$ cat src/rtl/reg_pipe_chain_if.sv
// reg_pipe_chain_if: control, data and status bundle of the tapped delay line
interface reg_pipe_chain_if #(
   parameter int WIDTH = 18,
   parameter int DEPTH = 4
);
   localparam int TAP_W = $clog2(DEPTH + 1);
   logic             ce_i;
   logic             flush_i;
   logic [WIDTH-1:0] din_i;
   logic             din_vld_i;
   logic [TAP_W-1:0] tap_i;
   logic [WIDTH-1:0] dout_o;
   logic             dout_vld_o;
   logic [TAP_W-1:0] count_o;
   logic             empty_o;
   logic             full_o;
   modport master (
      output ce_i, flush_i, din_i, din_vld_i, tap_i,
      input  dout_o, dout_vld_o, count_o, empty_o, full_o
   );
   modport slave (
      input  ce_i, flush_i, din_i, din_vld_i, tap_i,
      output dout_o, dout_vld_o, count_o, empty_o, full_o
   );
endinterface

$ cat src/rtl/reg_pipe_chain.sv
// reg_pipe_chain: DEPTH-stage delay line with runtime latency tap, valid tracking and flush
module reg_pipe_chain #(
   parameter int               WIDTH       = 18,
   parameter int               DEPTH       = 4,
   parameter logic [WIDTH-1:0] RESET_VALUE = '0,
   parameter bit               CLR_DATA    = 1'b1
) (
   input logic             clk,
   input logic             rst_n,
   reg_pipe_chain_if.slave bus
);
   localparam int               TAP_W   = $clog2(DEPTH + 1);
   localparam logic [TAP_W-1:0] DEPTH_T = TAP_W'(DEPTH);
   logic [WIDTH-1:0] data_q  [1:DEPTH];
   logic [WIDTH-1:0] data_d  [1:DEPTH];
   logic [WIDTH-1:0] stage_c [0:DEPTH];
   logic [DEPTH:1]   vld_q, vld_d;
   logic [DEPTH:0]   vld_c;
   logic [TAP_W-1:0] count_q, count_d, tap_c;
   // next state: flush beats advance, advance shifts every stage, otherwise hold
   always_comb begin
      data_d  = data_q;
      vld_d   = vld_q;
      count_d = count_q;
      if (bus.flush_i) begin
         vld_d   = '0;
         count_d = '0;
         if (CLR_DATA) data_d = '{default: RESET_VALUE};
      end else if (bus.ce_i) begin
         data_d[1] = bus.din_i;
         vld_d[1]  = bus.din_vld_i;
         for (int k = 2; k <= DEPTH; k++) begin
            data_d[k] = data_q[k-1];
            vld_d[k]  = vld_q[k-1];
         end
         count_d = count_q + TAP_W'(bus.din_vld_i) - TAP_W'(vld_q[DEPTH]);
      end
   end
   // stage registers and occupancy counter, cleared asynchronously
   always_ff @(posedge clk or negedge rst_n) begin
      if (!rst_n) begin
         data_q  <= '{default: RESET_VALUE};
         vld_q   <= '0;
         count_q <= '0;
      end else begin
         data_q  <= data_d;
         vld_q   <= vld_d;
         count_q <= count_d;
      end
   end
   // tap mux: index 0 is the live input, taps beyond the last stage clamp to it
   always_comb begin
      stage_c[0] = bus.din_i;
      for (int k = 1; k <= DEPTH; k++) stage_c[k] = data_q[k];
      vld_c = {vld_q, bus.din_vld_i};
      tap_c = (bus.tap_i > DEPTH_T) ? DEPTH_T : bus.tap_i;
   end
   assign bus.dout_o     = stage_c[tap_c];
   assign bus.dout_vld_o = vld_c[tap_c];
   assign bus.count_o    = count_q;
   assign bus.empty_o    = count_q == '0;
   assign bus.full_o     = count_q == DEPTH_T;
   a_count_matches_valids: assert property (@(posedge clk) disable iff (!rst_n)
      count_q == TAP_W'($countones(vld_q)));
endmodule

$ cat src/flat_wrapper.sv
// flat-port wrapper written by rule: the top's interface ports become plain ports
module reg_pipe_chain_flat 
#(
   parameter int               WIDTH       = 18,
   parameter int               DEPTH       = 4,
   parameter logic [WIDTH-1:0] RESET_VALUE = '0,
   parameter bit               CLR_DATA    = 1'b1
)
  (clk, rst_n, bus_ce_i, bus_flush_i, bus_din_i, bus_din_vld_i, bus_tap_i, bus_dout_o, bus_dout_vld_o, bus_count_o, bus_empty_o, bus_full_o);
  reg_pipe_chain_if #(.WIDTH(WIDTH), .DEPTH(DEPTH)) bus_i ();
  input logic clk;
  input logic rst_n;
  input wire logic [$bits(bus_i.ce_i)-1:0] bus_ce_i;
  input wire logic [$bits(bus_i.flush_i)-1:0] bus_flush_i;
  input wire logic [$bits(bus_i.din_i)-1:0] bus_din_i;
  input wire logic [$bits(bus_i.din_vld_i)-1:0] bus_din_vld_i;
  input wire logic [$bits(bus_i.tap_i)-1:0] bus_tap_i;
  output wire logic [$bits(bus_i.dout_o)-1:0] bus_dout_o;
  output wire logic [$bits(bus_i.dout_vld_o)-1:0] bus_dout_vld_o;
  output wire logic [$bits(bus_i.count_o)-1:0] bus_count_o;
  output wire logic [$bits(bus_i.empty_o)-1:0] bus_empty_o;
  output wire logic [$bits(bus_i.full_o)-1:0] bus_full_o;
  assign bus_i.ce_i = bus_ce_i;
  assign bus_i.flush_i = bus_flush_i;
  assign bus_i.din_i = bus_din_i;
  assign bus_i.din_vld_i = bus_din_vld_i;
  assign bus_i.tap_i = bus_tap_i;
  assign bus_dout_o = bus_i.dout_o;
  assign bus_dout_vld_o = bus_i.dout_vld_o;
  assign bus_count_o = bus_i.count_o;
  assign bus_empty_o = bus_i.empty_o;
  assign bus_full_o = bus_i.full_o;
  reg_pipe_chain #(.WIDTH(WIDTH), .DEPTH(DEPTH), .RESET_VALUE(RESET_VALUE), .CLR_DATA(CLR_DATA)) u_core (.clk(clk), .rst_n(rst_n), .bus(bus_i));
endmodule
$ cat config.mk
export PLATFORM = sky130hd
export DESIGN_NAME = reg_pipe_chain_flat
export DESIGN_NICKNAME = d
export VERILOG_FILES = /design/src/rtl/reg_pipe_chain_if.sv /design/src/rtl/reg_pipe_chain.sv /design/src/flat_wrapper.sv
export SDC_FILE = /design/constraint.sdc
export NUM_CORES = 1
export LEC_CHECK = 0
export CORE_ASPECT_RATIO = 1.75
export CORE_UTILIZATION = 45
export CTS_CLUSTER_DIAMETER = 120
export DETAILED_ROUTE_END_ITERATION = 10
export GPL_TIMING_DRIVEN = 1
export PLACE_DENSITY = 0.7
export SYNTH_ARGS = -nofsm -noshare
export SYNTH_HDL_FRONTEND = slang
export SYNTH_SLANG_ARGS = --single-unit
$ cat constraint.sdc
create_clock -name clk -period 2 [get_ports clk]
set_clock_uncertainty 0.2 [all_clocks]
set_input_delay 0.6 -clock clk [delete_from_list [all_inputs] [get_ports clk]]
set_output_delay 0.6 -clock clk [all_outputs]
set_load 0.02 [all_outputs]
==> results of run 1 <==
## critical path: stages
cell and delay, ns:
buf_6 0.09, nand2b_4 0.21, buf_4 0.19, mux2i_1 0.13
a222oi_1 0.31, buf_2 0.23
## path summary, 6_finish.rpt
| check | startpoint | end | slack, ns | cells after the start |
|---|---|---|---|---|
| worst max-delay path | bus_tap_i[2] | bus_dout_o[8] | -0.56 | 6 |
| worst min-delay path | u_core.data_q[0]$_DFFE_PN0P_ | u_core.data_q[0]$_DFFE_PN0P_ | 0.32 | 2 |
| worst max register to register | u_core.bus.count_o[0]$_DFFE_PN0P_ | u_core.bus.count_o[1]$_DFFE_PN0P_ | 0 | 9 |
| worst min register to register | u_core.data_q[0]$_DFFE_PN0P_ | u_core.data_q[0]$_DFFE_PN0P_ | 0.32 | 2 |
| max in group asynchronous | rst_n | u_core.data_q[50]$_DFFE_PN0P_ | 0.64 | 3 |
| min in group asynchronous | rst_n | u_core.data_q[60]$_DFFE_PN0P_ | 0.49 | 2 |
## final cells by class
cell class | instances | area, um2
inverter | 23 | 88.8
clock buffer | 13 | 260
tap | 115 | 144
multi-input combinational | 226 | 1820
clock inverter | 3 | 65.1
timing repair buffer | 136 | 1180
sequential | 79 | 1980
fill | 667 | 2880
## cells by family after synthesis
group,Yosys count,share of synthesized area (%)
AND/OR/NAND/NOR,85,8.38
AO/OA/AOI/OAI,21,5.16
buffers and inverters,50,5.76
multiplexers,116,29.4
adder cells (fa/ha/maj),3,1.14
XOR/XNOR,1,0.221
flip-flops,79,50.0
## timing repair
| item | in CTS | in global routing |
|---|---|---|
| setup endpoints to repair | 26 | 25 |
| endpoints found under the hold margin | 17 | 0 |
| buffers inserted | 1 | 0 |
| hold buffers | 1 | 0 |
| pin swaps | 14 | 6 |
| gates cloned | 1 | 0 |
| gates resized for setup | 137 | 8 |
## per-stage QoR
step	hold slack, ns	utilization [%]	instances	setup WS [ns]
3_5_place_dp	0.306	62.2	576	-1.37
5_1_grt	0.344	65.8	595	-0.616
3_3_place_gp	0.299	62.2	576	-1.34
4_1_cts	0.325	65.8	595	-0.584
6_report	0.321	65.8	595	-0.558
2_1_floorplan	0.104	-	355	-0.546
## layer usage
layer  global-route usage, %  vias up
met2                    41.3       54
met4                    8.88        0
li1                        -     1479
met3                    4.56       14
met1                    27.6     1564
met5                       0        -
## registers in the layout (all words and copies together), names as in the netlist
register,flops
u_core.bus.count_o,3
u_core.data_q,72
u_core.vld_q,4
## power by group through the flow
| stage | Sequential, mW | Combinational, mW | Clock [mW] |
|---|---|---|---|
| global placement | 1.70 | 0.653 | 0 |
| detailed placement | 1.70 | 0.665 | 0 |
| CTS | 1.68 | 0.654 | 1.81 |
| floorplan | 1.71 | 0.312 | 0 |
| finish | 1.68 | 0.655 | 1.78 |
| global route | 1.68 | 0.705 | 1.88 |
## cells in the final DEF (no fill, tap or decap), types with 2 or more instances in the layout
cell	Yosys	layout
mux2i_1	116	116
nor2_1	80	79
dfrtp_1	79	78
buf_4	1	77
inv_1	23	19
a222oi_1	19	19
buf_2	10	19
clkdlybuf4s50_1	0	14
buf_12	1	10
clkbuf_16	0	9
dlygate4sd2_1	0	5
buf_6	1	5
inv_2	0	3
ha_4	0	2
clkbuf_1	14	2
clkbuf_8	0	2
bufinv_16	0	2
clkbuf_2	0	2
==> metrics, run 1 <==
final critical-path share of the clock period=128%; clock power share=about 43%; vias in the first global route=approximately 3.4k; ys flop type=dfrtp_1; Worst Path Required=about 1.2 ns; top post-synthesis cells by count=116 x mux2i_1, 80 x nor2_1, 79 x dfrtp_1, 23 x inv_1, 19 x a222oi_1; count leader, synth=mux2i_1; synth top area cells=dfrtp_1 50%, mux2i_1 29%, nor2_1 7.6%, a222oi_1 4.8%, inv_1 2.2%; P_int=around 3.1 mW; DR WL/cell=approximately 16 um; Pleak=~2.9 nW; routed length on met2=around 5300 um; Yosys reg bits=79; Max Cap Viol=0; Ys Warns=0; GP Congestion=roughly 0.77; antenna violations before repair=0; clock root buffer=clkbuf_16; Synth Net Count=between 300 and 400; maximum clock rate=0.391 GHz; Tmin final=2.56 ns; failing checks=setup timing; synthesized area per cell=roughly 11 um2; critical path peak fanout=5; count of final setup violators=21; switching share of power=a little under a quarter; drt first pass iters=5; Tot Pwr=4.11 mW; met1 WL=3930 um; HP Class=reg2reg; global-route wire length before repair=16300 um; maximum clock path buffer count=2; kind of critical path=in2out; max-slew violation count=0; Inserted Clock Buffers=9; I/O pin total=50; post-route ant nets=0; Least-Margin Pin Slew=~0.34 ns; die area=just over 9000 um2; Yosys top cell by area=dfrtp_1; gr ovfl total=0; Total Nets Final=between 500 and 600; Vias=approximately 3.1k; largest net degree at the start of global routing=59; Comb power frac=between 10% and 20%; proportion of layout cells with a drive suffix above 1=between 20% and 30%; power share of the sequential group=40.8%; Hold Violations, Final=0; Iter 0 DRT Violations=212; CTS Sinks=79; RSZ-0062 raised after global routing=yes; WL final=roughly 9800 um; Vias/cell=5.23; Setup TNS=-9.77 ns; die height=about 130 um; Area growth syn-to-layout=40.2%; register area share after synthesis=approximately half; clock slew at reported path FFs=0.06 ns; Relative slew margins=roughly 78%; Unique masters post-synth=19; die width=about 73 um; met3 wire length=between 200 and 300 um; H-tree depth reported by CTS=3; num rows=44; data arrival time of the worst path=around 1.8 ns; Cell Area, Synth=3960 um2; Placement Cell Area=around 5200 um2; Max VDD drop=0.000765 V; CP startpoint kind=primary input; Worst Setup End Kind=primary output; hpwl dp=roughly 6600 um; # diodes=0; EDFF count, synth=0; Sw Pwr=between 0.9 and 1 mW; top-area cell type share of the netlist area=between 40% and 50%; status=complete, but fails checks; cell count after synthesis=between 300 and 400; asr flop ratio synth=100%; Skew-Pair Late Insertion Delay=0.34 ns; Initial Util=a little under half; CTS tree=yes; Max Used Layer=met4; final worst setup slack=-0.558 ns; area of the core=between 8000 and 9000 um2; Port Buffer Count=between 40 and 50; Total Routing Usage GR=approximately a quarter; Post-route DRC=0; Pwr Density=742 nW/um2; post-route cell area=roughly 5500 um2
(Power assumes the default switching activity.)
==> run 2: changes to the inputs <==
- CTS_CLUSTER_SIZE: not set -> 25
- SKIP_LAST_GASP: not set -> 1
==> metrics, run 2 (synthesis gave the netlist of run 1 again) <==
status=complete, but fails checks; failing checks=setup timing; Hold Violations, Final=0; critical path peak fanout=5; Layout fillers=between 600 and 700; Total Nets Final=~500; Tmin final=~2.6 ns; Total Routing Usage GR=around a quarter; Pleak=between 2 and 3 nW; power share of the sequential group=around two fifths; Port Buffer Count=49; antenna violations before repair=0; CTS Sinks=slightly below 80; Iter 0 DRT Violations=approximately 210; H-tree depth reported by CTS=3; post-route ant nets=0; Vias=between 3k and 4k; Pwr Density=~740 nW/um2; final critical-path share of the clock period=128%; RSZ-0062 raised after global routing=yes; Vias/cell=5.20; Max Cap Viol=0; Initial Util=a little under half; GP Congestion=0.771; maximum clock path buffer count=2; gr ovfl total=0; Post-route DRC=0; Inserted Clock Buffers=9; Hold Path Cell Cnt=2; Max VDD drop=roughly 0.00077 V; DR WL/cell=16.3 um; Sw Pwr=around 1 mW; die height=between 100 and 150 um; clock power share=43.4%; Worst Path Required=1.20 ns; Relative slew margins=77.6%; max-slew violation count=0; most frequent cells in the layout=116 x mux2i_1, 79 x nor2_1, 78 x buf_4, 78 x dfrtp_1, 20 x inv_1; die area=just over 9000 um2; clock slew at reported path FFs=about 0.06 ns; most common cell after layout, fill and taps aside=mux2i_1; vias in the first global route=between 3k and 4k; Least-Margin Pin Slew=0.336 ns; largest net degree at the start of global routing=59; Reg with most FFs=u_core.data_q; Tot Pwr=a little over 4 mW; num rows=44; area of the core=roughly 8400 um2; Worst Setup End Kind=primary output; proportion of layout cells with a drive suffix above 1=between 20 and 30%; R2R depth=9; max reg flops=72; global-route wire length before repair=about 16000 um; Placement Cell Area=between 5000 and 6000 um2; post-route cell area=roughly 5500 um2; WL final=around 9700 um; hpwl dp=about 6600 um; clock root buffer=clkbuf_16; # diodes=0; drt first pass iters=5; CTS tree=yes; maximum clock rate=roughly 0.39 GHz; I/O pin total=50; worst hold slack=around 0.32 ns; CP startpoint kind=primary input; final core occ=about two thirds; count of final setup violators=21; switching share of power=between 20% and 30%; final worst setup slack=-0.564 ns; HP Class=reg2reg; Area growth syn-to-layout=40.2%; data arrival time of the worst path=roughly 1.8 ns; Comb power frac=between 10% and 20%; kind of critical path=in2out; Skew-Pair Late Insertion Delay=about 0.34 ns; P_int=~3.1 mW; die width=72.9 um
-- run 2: changes by cell type in the layout (fill, tap and decap cells not counted) --
cell / previous run / this run
dlygate4sd2_1: 5 / 3
buf_4: 77 / 78
buf_6: 5 / 4
inv_1: 19 / 20
clkdlybuf4s50_1: 14 / 16
inv_2: 3 / 2
-- run 2: critical path, cell delays in order --
cell and delay, ns:
buf_6 0.09, nand2b_4 0.20, buf_4 0.19, mux2i_1 0.13, a222oi_1 0.32, buf_2 0.23
-- run 2: timing repair --
item / CTS / global route
resized for setup: 130 / 11
buffers inserted: 1 / 0
hold endpoints to repair: 17 / 0
setup endpoints to repair: 26 / 25
pin swaps: 12 / 8
hold buffers: 1 / 0
gates cloned: 1 / 0
-- run 2: final timing paths --
check,startpoint,end,slack [ns]
setup / recovery,bus_tap_i[2],bus_dout_o[8],-0.56
hold / removal,u_core.data_q[0]$_DFFE_PN0P_,u_core.data_q[0]$_DFFE_PN0P_,0.32
setup reg to reg,u_core.bus.count_o[0]$_DFFE_PN0P_,u_core.bus.count_o[1]$_DFFE_PN0P_,0
hold reg to reg,u_core.data_q[0]$_DFFE_PN0P_,u_core.data_q[0]$_DFFE_PN0P_,0.32
max in group asynchronous,rst_n,u_core.data_q[50]$_DFFE_PN0P_,0.64
min in group asynchronous,rst_n,u_core.data_q[60]$_DFFE_PN0P_,0.49
-- run 2: per-stage QoR --
step           setup WS (ns)  setup TNS, ns  std cells
6_report              -0.564          -9.74        595
3_3_place_gp           -1.34         -25.60        576
5_1_grt               -0.616         -11.01        595
4_1_cts               -0.584         -10.26        595
3_5_place_dp           -1.37         -25.97        576
2_1_floorplan         -0.546          -9.13        355
-- run 2: power by group through the flow --
stage                     registers, mW  logic [mW]  clock network (mW)
final                              1.68       0.653                1.78
after global routing               1.68       0.704                1.88
after CTS                          1.68       0.651                1.81
after detailed placement           1.70       0.665                   0
after global placement             1.70       0.653                   0
after floorplan                    1.71       0.312                   0
-- run 2: routing by layer --
layer	vias to the layer above	track usage, %	wire length (um)
met1	1545	27.4	3910
met2	57	41.3	5280
met3	15	4.56	331
met4	0	8.88	208
met5	-	0	0
li1	1478	-	-
-- run 2: layout make-up --
class | count | area, um2 | area share [%]
flip-flops and latches | 79 | 1980 | 35.7
multi-input cells | 226 | 1820 | 32.9
repair buffers | 136 | 1180 | 21.3
clock buffers | 13 | 260 | 4.69
well taps | 115 | 144 | 2.60
inverters | 23 | 88.8 | 1.60
clock inverters | 3 | 65.1 | 1.17
==> run 3: changes to the inputs <==
--- a/config.mk
+++ b/config.mk
@@ -17,2 +17,3 @@
 export SYNTH_HDL_FRONTEND = slang
 export SYNTH_SLANG_ARGS = --single-unit
+export TNS_END_PERCENT = 100
==> constraint.sdc (replaced) <==
create_clock -name clk -period 2 [get_ports clk]
set_clock_uncertainty 0.2 [all_clocks]
set_input_delay 0.6 -clock clk [delete_from_list [all_inputs] [get_ports clk]]
set_output_delay 0.6 -clock clk [all_outputs]
set_load 0.01 [all_outputs]
==> metrics, run 3 (synthesis gave the netlist of run 1 again) <==
clock power share=about two fifths; clock root buffer=clkbuf_16; Max Cap Viol=0; switching share of power=approximately 25%; critical path peak fanout=7; Setup TNS=-8.53 ns; Post-route DRC=0; kind of critical path=in2out; Least-Margin Pin Slew=between 0.3 and 0.4 ns; die width=~73 um; num rows=between 40 and 50; max reg flops=72; Layout fillers=approximately 670; antenna violations before repair=0; Iter 0 DRT Violations=between 200 and 250; Max VDD drop=0.000521 V; Worst Setup End Kind=primary output; status=complete, but fails checks; failing checks=setup timing; post-route ant nets=0; Vias/cell=about 5.3; area of the core=~8400 um2; Relative slew margins=roughly three quarters; P_int=between 2 and 3 mW; die height=126 um; gr ovfl total=0; Skew-Pair Late Insertion Delay=approximately 0.32 ns; vias in the first global route=about 3.3k; Total Routing Usage GR=a little under a quarter; # diodes=0; fin cells=~600; maximum clock path buffer count=2; power share of the sequential group=between 40% and 50%; proportion of layout cells with a drive suffix above 1=between 30% and 40%; Pleak=approximately 2.9 nW; dpl cells=approximately 570; Sw Pwr=approximately 0.93 mW; most frequent cells in the layout=110 x mux2i_1, 79 x nor2_1, 79 x dfrtp_1; CTS Sinks=79; Port Buffer Count=a little under 50; I/O pin total=50; Pwr Density=roughly 670 nW/um2; final core occ=66.3%; max-slew violation count=0; Worst Path Required=between 1 and 1.5 ns; clock slew at reported path FFs=about 0.06 ns; GP Congestion=around 0.78; Area growth syn-to-layout=41.2%; worst slack at placement=-1.44 ns; data arrival time of the worst path=around 1.7 ns; global-route wire length before repair=about 16000 um; Placement Cell Area=5180 um2; Reg with most FFs=u_core.data_q; count of final setup violators=22; H-tree depth reported by CTS=3; WL final=approximately 10000 um; most common cell after layout, fill and taps aside=mux2i_1; final worst setup slack=-0.479 ns; post-route cell area=approximately 5600 um2; final critical-path share of the clock period=124%; FF+latch area=between 1500 and 2000 um2; RSZ-0062 raised after global routing=yes; DR WL/cell=16.9 um; Inserted Clock Buffers=9; Tmin final=2.48 ns; multi-input logic area=roughly 1900 um2; CP startpoint kind=primary input; CTS tree=yes; die area=slightly above 9000 um2; Initial Util=a little under half; Total Nets Final=roughly 500; HP Class=reg2reg; maximum clock rate=between 0.4 and 0.5 GHz; Vias=3176; Hold Violations, Final=0; drt first pass iters=7; hpwl dp=6420 um; Comb power frac=between 15 and 20%; largest net degree at the start of global routing=48
## run 3: cell count changes in the layout (fill, tap and decap cells not counted), sizes merged
cell and change:
buf +7, bufinv -2, dlygate4sd2 +9, clkdlybuf4s50 -7, dlymetal6s2s -1, clkinv +1
clkbuf -4
## run 3: through the flow
step                hold WS [ns]  total power [mW]
global placement           0.254              2.30
finish                     0.320              3.75
floorplan                  0.104              1.99
CTS                        0.327              3.77
global route               0.360              3.88
detailed placement         0.257              2.32
## run 3: final timing paths
kind / start / end / slack (ns) / depth (start not counted)
worst max-delay path: bus_tap_i[2] / bus_dout_o[4] / -0.48 / 6
worst min-delay path: u_core.data_q[1]$_DFFE_PN0P_ / u_core.data_q[1]$_DFFE_PN0P_ / 0.32 / 2
worst max register to register: u_core.bus.count_o[0]$_DFFE_PN0P_ / u_core.bus.count_o[2]$_DFFE_PN0P_ / -0.11 / 10
worst min register to register: u_core.data_q[1]$_DFFE_PN0P_ / u_core.data_q[1]$_DFFE_PN0P_ / 0.32 / 2
max in group asynchronous: rst_n / u_core.data_q[58]$_DFFE_PN0P_ / 0.61 / 3
min in group asynchronous: rst_n / u_core.data_q[28]$_DFFE_PN0P_ / 0.47 / 2
## run 3: worst max-delay path, stage by stage
cell and delay (ns):
buf_8 0.10, nand2b_4 0.19, buf_12 0.17, mux2i_1 0.11
a222oi_1 0.31, buf_2 0.20
## run 3: cell type report
class                   instances  share of cell area (%)
clock buffers                  11                    4.35
flip-flops and latches         79                    35.4
multi-input cells             226                    33.4
clock inverters                 2                   0.179
inverters                      23                    1.59
repair buffers                142                    22.5
well taps                     115                    2.58
## run 3: layer usage
metal | part of all wire [%] | routed length (um) | track usage, % | vias to the layer above
li1 | - | - | - | 1488
met1 | 42 | 4240 | 31.0 | 1611
met2 | 52 | 5300 | 40.2 | 63
met3 | 3.6 | 362 | 3.12 | 14
met4 | 2.0 | 206 | 9.46 | 0
met5 | 0 | 0 | 0 | -
## run 3: power by group through the flow
stage	logic (mW)	registers (mW)	clock network (mW)
floorplan	0.280	1.70	0
global placement	0.607	1.70	0
detailed placement	0.619	1.70	0
CTS	0.641	1.67	1.45
global route	0.692	1.68	1.50
finish	0.643	1.68	1.43
## run 3: repair_timing
item	CTS	global route
endpoints found under the setup margin	26	24
hold buffers	1	0
gates cloned	2	0
gates resized for setup	133	10
endpoints found under the hold margin	11	0
pin swaps	14	13
setup buffers	11	1
